$ cat config.mk
export PLATFORM = sky130hd
export DESIGN_NAME = conv_accumulator
export DESIGN_NICKNAME = d
export VERILOG_FILES = /design/src/rtl/conv_accumulator.sv
export SDC_FILE = /design/constraint.sdc
export NUM_CORES = 1
export LEC_CHECK = 0
export BUFFER_PORTS_ARGS = -buffer_cell sky130_fd_sc_hd__buf_4
export CORE_MARGIN = 2
export CORE_UTILIZATION = 55
export DETAILED_ROUTE_END_ITERATION = 6
export PLACE_DENSITY = 0.75
export SLEW_MARGIN = 20
export SYNTH_ARGS = -nofsm -noshare
export SYNTH_HDL_FRONTEND = slang
export SYNTH_SLANG_ARGS = --single-unit
$ cat constraint.sdc
create_clock -name cnn_clk -period 3.95 [get_ports cnn_clk]
set_clock_uncertainty 0.05 [all_clocks]
set_input_delay 0.395 -clock cnn_clk [delete_from_list [all_inputs] [get_ports cnn_clk]]
set_output_delay 0.395 -clock cnn_clk [all_outputs]
set_load 0.03 [all_outputs]
$ cat src/rtl/conv_accumulator.sv
// Convolution tap accumulator: sums N_TAPS signed products, adds bias, then
// applies ReLU, fixed-point rescale and unsigned saturation.
module conv_accumulator #(
    parameter int unsigned N_TAPS = 25,
    parameter int unsigned ACC_W  = 32,
    parameter int unsigned SHIFT  = 8,
    parameter int unsigned OUT_W  = 9
) (
    input  logic             cnn_clk,
    input  logic             cnn_rst_n,
    input  logic             clear,
    input  logic             prod_valid,
    input  logic [18:0]      prod_data,
    output logic             prod_ready,
    input  logic [15:0]      bias,
    output logic             out_valid,
    input  logic             out_ready,
    output logic [OUT_W-1:0] dout,
    output logic             sat
);

    localparam int unsigned PROD_W = 19;
    localparam int unsigned BIAS_W = 16;
    localparam int unsigned CNT_W  = $clog2(N_TAPS);
    localparam logic [ACC_W-1:0] OUT_MAX = ACC_W'((64'd1 << OUT_W) - 64'd1);
    localparam logic [CNT_W-1:0] LAST_TAP = CNT_W'(N_TAPS - 1);

    typedef enum logic [1:0] {
        ST_ACC  = 2'd0,
        ST_BIAS = 2'd1,
        ST_OUT  = 2'd2
    } state_t;

    state_t             r_state;
    logic [CNT_W-1:0]   r_tap_cnt;
    logic [ACC_W-1:0]   r_acc;
    logic [OUT_W-1:0]   r_dout;
    logic               r_sat;
    logic               r_out_valid;

    state_t             w_state_nxt;
    logic [CNT_W-1:0]   w_tap_cnt_nxt;
    logic [ACC_W-1:0]   w_acc_nxt;
    logic [OUT_W-1:0]   w_dout_nxt;
    logic               w_sat_nxt;
    logic               w_out_valid_nxt;

    logic [ACC_W-1:0]   w_prod_ext;
    logic [ACC_W-1:0]   w_bias_ext;
    logic [ACC_W-1:0]   w_relu;
    logic [ACC_W-1:0]   w_scaled;
    logic               w_clip;
    logic [OUT_W-1:0]   w_act;

    assign w_prod_ext = {{(ACC_W - PROD_W){prod_data[PROD_W-1]}}, prod_data};
    assign w_bias_ext = {{(ACC_W - BIAS_W){bias[BIAS_W-1]}}, bias};

    // ReLU leaves a non-negative value, so a logical shift equals the arithmetic one
    assign w_relu   = r_acc[ACC_W-1] ? '0 : r_acc;
    assign w_scaled = w_relu >> SHIFT;
    assign w_clip   = (w_scaled > OUT_MAX);
    assign w_act    = w_clip ? OUT_MAX[OUT_W-1:0] : w_scaled[OUT_W-1:0];

    assign prod_ready = (r_state == ST_ACC);
    assign out_valid  = r_out_valid;
    assign dout       = r_dout;
    assign sat        = r_sat;

    // Next-state and datapath update; clear overrides everything
    always_comb begin
        w_state_nxt     = r_state;
        w_tap_cnt_nxt   = r_tap_cnt;
        w_acc_nxt       = r_acc;
        w_dout_nxt      = r_dout;
        w_sat_nxt       = r_sat;
        w_out_valid_nxt = r_out_valid;

        if (out_ready) begin
            w_out_valid_nxt = 1'b0;
        end

        if (clear) begin
            w_state_nxt     = ST_ACC;
            w_tap_cnt_nxt   = '0;
            w_acc_nxt       = '0;
            w_out_valid_nxt = 1'b0;
        end else begin
            case (r_state)
                ST_ACC: begin
                    if (prod_valid) begin
                        w_acc_nxt = (r_tap_cnt == '0) ? w_prod_ext : r_acc + w_prod_ext;
                        if (r_tap_cnt == LAST_TAP) begin
                            w_tap_cnt_nxt = '0;
                            w_state_nxt   = ST_BIAS;
                        end else begin
                            w_tap_cnt_nxt = r_tap_cnt + CNT_W'(1);
                        end
                    end
                end
                ST_BIAS: begin
                    w_acc_nxt   = r_acc + w_bias_ext;
                    w_state_nxt = ST_OUT;
                end
                ST_OUT: begin
                    // Load only when the output register is free or being drained
                    if (!r_out_valid || out_ready) begin
                        w_dout_nxt      = w_act;
                        w_sat_nxt       = w_clip;
                        w_out_valid_nxt = 1'b1;
                        w_state_nxt     = ST_ACC;
                    end
                end
                default: begin
                    w_state_nxt = ST_ACC;
                end
            endcase
        end
    end

    always_ff @(posedge cnn_clk or negedge cnn_rst_n) begin
        if (!cnn_rst_n) begin
            r_state     <= ST_ACC;
            r_tap_cnt   <= '0;
            r_acc       <= '0;
            r_dout      <= '0;
            r_sat       <= 1'b0;
            r_out_valid <= 1'b0;
        end else begin
            r_state     <= w_state_nxt;
            r_tap_cnt   <= w_tap_cnt_nxt;
            r_acc       <= w_acc_nxt;
            r_dout      <= w_dout_nxt;
            r_sat       <= w_sat_nxt;
            r_out_valid <= w_out_valid_nxt;
        end
    end

endmodule

==> Implementation_results.wiki <==
{| class="wikitable"
! Metric !! Value
|-
| Number of buffers created by CTS || 5
|-
| Average wire per cell in the routed design || 18.64 µm
|-
| CP Data Required Time || 4.15 ns
|-
| Instance count of the mapped netlist || 727
|-
| Crit path buffers/inverters || 1
|-
| Post-placement setup slack || 0.6981 ns
|-
| Syn avg cell area || 7.814 µm²
|-
| Half-perimeter wire length of the detailed placement result || 12.92 mm
|-
| Final worst slack || 0.7407 ns
|-
| Cell chain of the critical path || ha_1 > inv_1 > fa_1 > and2b_1 > o2111ai_2 > a41oi_2 > o2111ai_2 > a211oi_2 > o21ai_1 > o31ai_2 > mux2i_1 > a2bb2oi_1
|-
| First-pass iteration count of the detailed router || 5
|-
| Peak ir drop on the vdd network || 128.5 µV
|-
| Number of placed I/O pins || 52
|-
| Part of the Yosys area used for sequential elements || 22.03%
|-
| Input/output buffers || 51
|-
| Most common cell type on the critical path || sky130_fd_sc_hd__o2111ai_2
|-
| TritonCTS clock tree || yes
|-
| Die height || 105.6 µm
|-
| Critical path class || reg2reg
|-
| Ys Warns || 0
|-
| Internal || 0.001206 W
|-
| Clock Tree Root || sky130_fd_sc_hd__clkbuf_8
|-
| Total leakage power || 2.845 nW
|-
| Flop pwr share || 30.2%
|-
| Clock network fraction of design power || 17.6%
|-
| Post-synthesis to final-layout area growth || 10.75%
|-
| Worst slew margin || 42.56%
|-
| GRT met2 Usage || 50.23%
|-
| Final-stage net count || 870
|-
| Shortest clock period the worst path allows after layout || 3.209 ns
|-
| Number of flops mapped to enable cells by yosys || 0
|-
| Final routed wirelength across all metal layers || 16.79 mm
|-
| Cell variety after synth || 71
|-
| Post-route ant nets || 0
|-
| Setup TNS || 0 ns
|-
| Run status || complete, no violations
|-
| Cells resized by post-CTS repair || 0
|-
| Critical Path End Type || flop
|-
| Antenna Cells || 0
|-
| Initial antenna violation count || 0
|-
| Global-route wire length before repair || 27.58 mm
|-
| Placed standard-cell area || 6182 µm²
|-
| NetSw || 0.0009052 W
|-
| CP peak stage delay || 0.41 ns
|-
| Clk sink count || 50
|-
| Largest net degree at the start of global routing || 51
|-
| Post-route cell area || 6291 µm²
|-
| Crit share post-route || 81.25%
|-
| Setup slack of the most critical reg-to-reg path || 0.74 ns
|-
| Drt via density || 6.422
|-
| Net switching share of the total power || 42.88%
|-
| Fin Hold WS || 0.03000 ns
|-
| Standard-cell row count || 37
|-
| Synthesized net count || 833
|-
| Category of cells accounting for the largest share of critical-path delay || compound AO/OA/AOI/OAI gates
|-
| Max cap viols || 0
|-
| Synth Flop Type || sky130_fd_sc_hd__dfrtp_1
|-
| Transition at the pin with the smallest max-transition slack || 0.8616 ns
|-
| Worst hold path type || in2async
|-
| Via count of the first global-routing pass || 5591
|-
| Power per unit of standard cell area || 335.5 nW/µm²
|-
| GRT Util Overall || 30.81%
|-
| Total placed cells including tap cells || 893
|-
| Cell area after synthesis || 5680 µm²
|-
| Number of setup buffers added after CTS || 0
|-
| Final setup violating endpoints || 0
|-
| Layout cells sized above 1 || 10.85%
|-
| Total via count after detailed routing || 5786
|-
| Placer Congestion || 1.023
|-
| Met3 capacity usage during global routing || 3.649%
|-
| Met1 Usage GRT || 43.52%
|-
| Clk_lat worst skew || 0.32 ns
|-
| Max Buffers Root-to-Sink || 2
|-
| Final standard cell count with taps included and fillers excluded || 901
|-
| Final number of max-transition violations || 0
|-
| Count of hold-fix buffers inserted at cts || 0
|-
| Synthesized flop and latch total || 50
|-
| Most Crowded Layer GR || met2
|-
| Final hold violation count || 0
|-
| Max stage delay cell, worst path || sky130_fd_sc_hd__dfrtp_1
|-
| Combinational share of power || 52.2%
|-
| Die width || 105.6 µm
|-
| Core region area || 10180 µm²
|-
| Maximum fanout along the worst path || 3
|-
| Number of DRC markers in iteration 0 || 423
|-
| Post-synth ARST share || 100.0%
|-
| Overall die area || 11160 µm²
|-
| Starting utilization of the core area || 55.77%
|-
| Arrival time of data at the critical path endpoint || 3.41 ns
|-
| Remaining Overflow, GRT || 0
|-
| Setup repair after global routing missed its margin || no
|-
| Startpoint Class || flop
|-
| Maximum clock rate || 0.3116 GHz
|-
| Clock slew seen by the registers of the worst setup and hold paths || 0.10 ns
|-
| DRC || 0
|-
| H-tree levels || 2
|}
[power groups by stage]
stage | Combinational [W] | Sequential (W) | Clock (W)
3_3_place_gp | 0.00104 | 0.000641 | 0
5_1_grt | 0.00121 | 0.000645 | 0.000391
2_1_floorplan | 0.000799 | 0.000629 | 0
6_report | 0.00110 | 0.000636 | 0.000372
4_1_cts | 0.00108 | 0.000633 | 0.000378
3_5_place_dp | 0.00107 | 0.000643 | 0
[final cells by class]
cell class,count,area (µm²)
multi-input cells,625,4235
repair buffers,58,435.4
well taps,136,170.2
fillers,988,3894
flip-flops and latches,50,1251
clock inverters,3,40.04
clock buffers,5,68.82
inverters,24,90.09
[per-stage QoR]
stage / util (%) / total power, W
floorplan: - / 0.001428
global placement: 60.70 / 0.001681
detailed placement: 60.70 / 0.001714
CTS: 61.77 / 0.002091
global route: 61.77 / 0.002248
finish: 61.77 / 0.002111
[Yosys cell counts, types with 3 or more instances]
| master | n | share of area (%) |
|---|---|---|
| sky130_fd_sc_hd__nand2b_1 | 19 | 2.1 |
| sky130_fd_sc_hd__nand2_1 | 67 | 4.4 |
| sky130_fd_sc_hd__xnor2_1 | 32 | 4.9 |
| sky130_fd_sc_hd__inv_1 | 24 | 1.6 |
| sky130_fd_sc_hd__and3_1 | 7 | 0.77 |
| sky130_fd_sc_hd__a31oi_1 | 6 | 0.66 |
| sky130_fd_sc_hd__nor3_1 | 14 | 1.2 |
| sky130_fd_sc_hd__a211oi_1 | 7 | 0.93 |
| sky130_fd_sc_hd__a21oi_1 | 89 | 7.8 |
| sky130_fd_sc_hd__o31ai_1 | 4 | 0.53 |
| sky130_fd_sc_hd__o21ai_0 | 63 | 5.6 |
| sky130_fd_sc_hd__clkbuf_1 | 21 | 1.4 |
| sky130_fd_sc_hd__mux2i_1 | 7 | 1.2 |
| sky130_fd_sc_hd__xor2_1 | 19 | 2.9 |
| sky130_fd_sc_hd__o22ai_1 | 3 | 0.33 |
| sky130_fd_sc_hd__a221o_1 | 3 | 0.53 |
| sky130_fd_sc_hd__nor4_1 | 5 | 0.55 |
| sky130_fd_sc_hd__nor2_1 | 62 | 4.1 |
| sky130_fd_sc_hd__o21bai_1 | 11 | 1.5 |
| sky130_fd_sc_hd__o21a_1 | 8 | 1.1 |
| sky130_fd_sc_hd__dfrtp_1 | 50 | 22 |
| sky130_fd_sc_hd__and2_1 | 4 | 0.44 |
| sky130_fd_sc_hd__a221oi_1 | 6 | 0.93 |
| sky130_fd_sc_hd__nand4_1 | 10 | 1.1 |
| sky130_fd_sc_hd__o211ai_2 | 3 | 0.66 |
| sky130_fd_sc_hd__nor2b_1 | 6 | 0.66 |
| sky130_fd_sc_hd__nand3_1 | 13 | 1.1 |
| sky130_fd_sc_hd__o21ai_1 | 6 | 0.53 |
| sky130_fd_sc_hd__a22o_1 | 4 | 0.62 |
| sky130_fd_sc_hd__ha_1 | 64 | 14 |
| sky130_fd_sc_hd__buf_2 | 5 | 0.44 |
| sky130_fd_sc_hd__a21o_1 | 19 | 2.5 |
| sky130_fd_sc_hd__o211ai_1 | 15 | 2.0 |
[logic make-up after synthesis]
kind of cell | synth area share [%]
buffers and inverters | 3.568
AO/OA/AOI/OAI | 31.63
multiplexers | 1.234
AND/OR/NAND/NOR | 18.88
adder cells (fa/ha/maj) | 14.80
XOR/XNOR | 7.863
flip-flops | 22.03
[worst reg2reg max path: cells and delay by family (launching register included)]
family | cells | cell delay (ns)
AOI/OAI and AO/OA | 7 | 1.57
adders and majority gates | 2 | 0.56
buffers and inverters | 1 | 0.06
DFF | 1 | 0.41
muxes | 1 | 0.23
and+or+nand+nor | 1 | 0.27
[path summary, 6_finish.rpt]
| check | cells after the start | end | startpoint |
|---|---|---|---|
| worst min-delay path | 1 | r_acc[0] | cnn_rst_n |
| worst max register to register | 12 | r_acc[30] | r_acc[0] |
| worst max-delay path | 12 | r_acc[30] | r_acc[0] |
| min in group cnn_clk | 2 | out_valid | clear |
| worst min register to register | 2 | sat | sat |
| max in group asynchronous | 1 | r_tap_cnt[4] | cnn_rst_n |
[layout by cell type (no fill, tap or decap), types with 6 or more instances in the layout]
cell	count
sky130_fd_sc_hd__and3_1	7
sky130_fd_sc_hd__o21a_1	8
sky130_fd_sc_hd__xor2_1	19
sky130_fd_sc_hd__inv_1	24
sky130_fd_sc_hd__o21bai_1	11
sky130_fd_sc_hd__nor2b_1	6
sky130_fd_sc_hd__nand2b_1	19
sky130_fd_sc_hd__a21o_1	19
sky130_fd_sc_hd__nor2_1	61
sky130_fd_sc_hd__a21oi_1	89
sky130_fd_sc_hd__nand3_1	13
sky130_fd_sc_hd__mux2i_1	7
sky130_fd_sc_hd__ha_1	64
sky130_fd_sc_hd__o21ai_0	63
sky130_fd_sc_hd__nor3_1	14
sky130_fd_sc_hd__a31oi_1	6
sky130_fd_sc_hd__dfrtp_1	50
sky130_fd_sc_hd__buf_4	58
sky130_fd_sc_hd__nand2_1	67
sky130_fd_sc_hd__o21ai_1	6
sky130_fd_sc_hd__nand4_1	10
sky130_fd_sc_hd__o211ai_1	15
sky130_fd_sc_hd__a211oi_1	7
sky130_fd_sc_hd__xnor2_1	32
sky130_fd_sc_hd__a221oi_1	6
[metal layers]
metal  vias to the layer above  part of all wire [%]
met5                         -                     0
met4                         0                   1.2
met3                        14                   7.4
met2                       233                    46
met1                      2767                    46
li1                       2772                     -
[state kept, by name, indices dropped and copies added, names as in the netlist]
register   flops
r_acc         32
r_tap_cnt      5
sat            1
dout           9
r_state        2
out_valid      1
No activity file was read; power rests on OpenSTA's default activity.
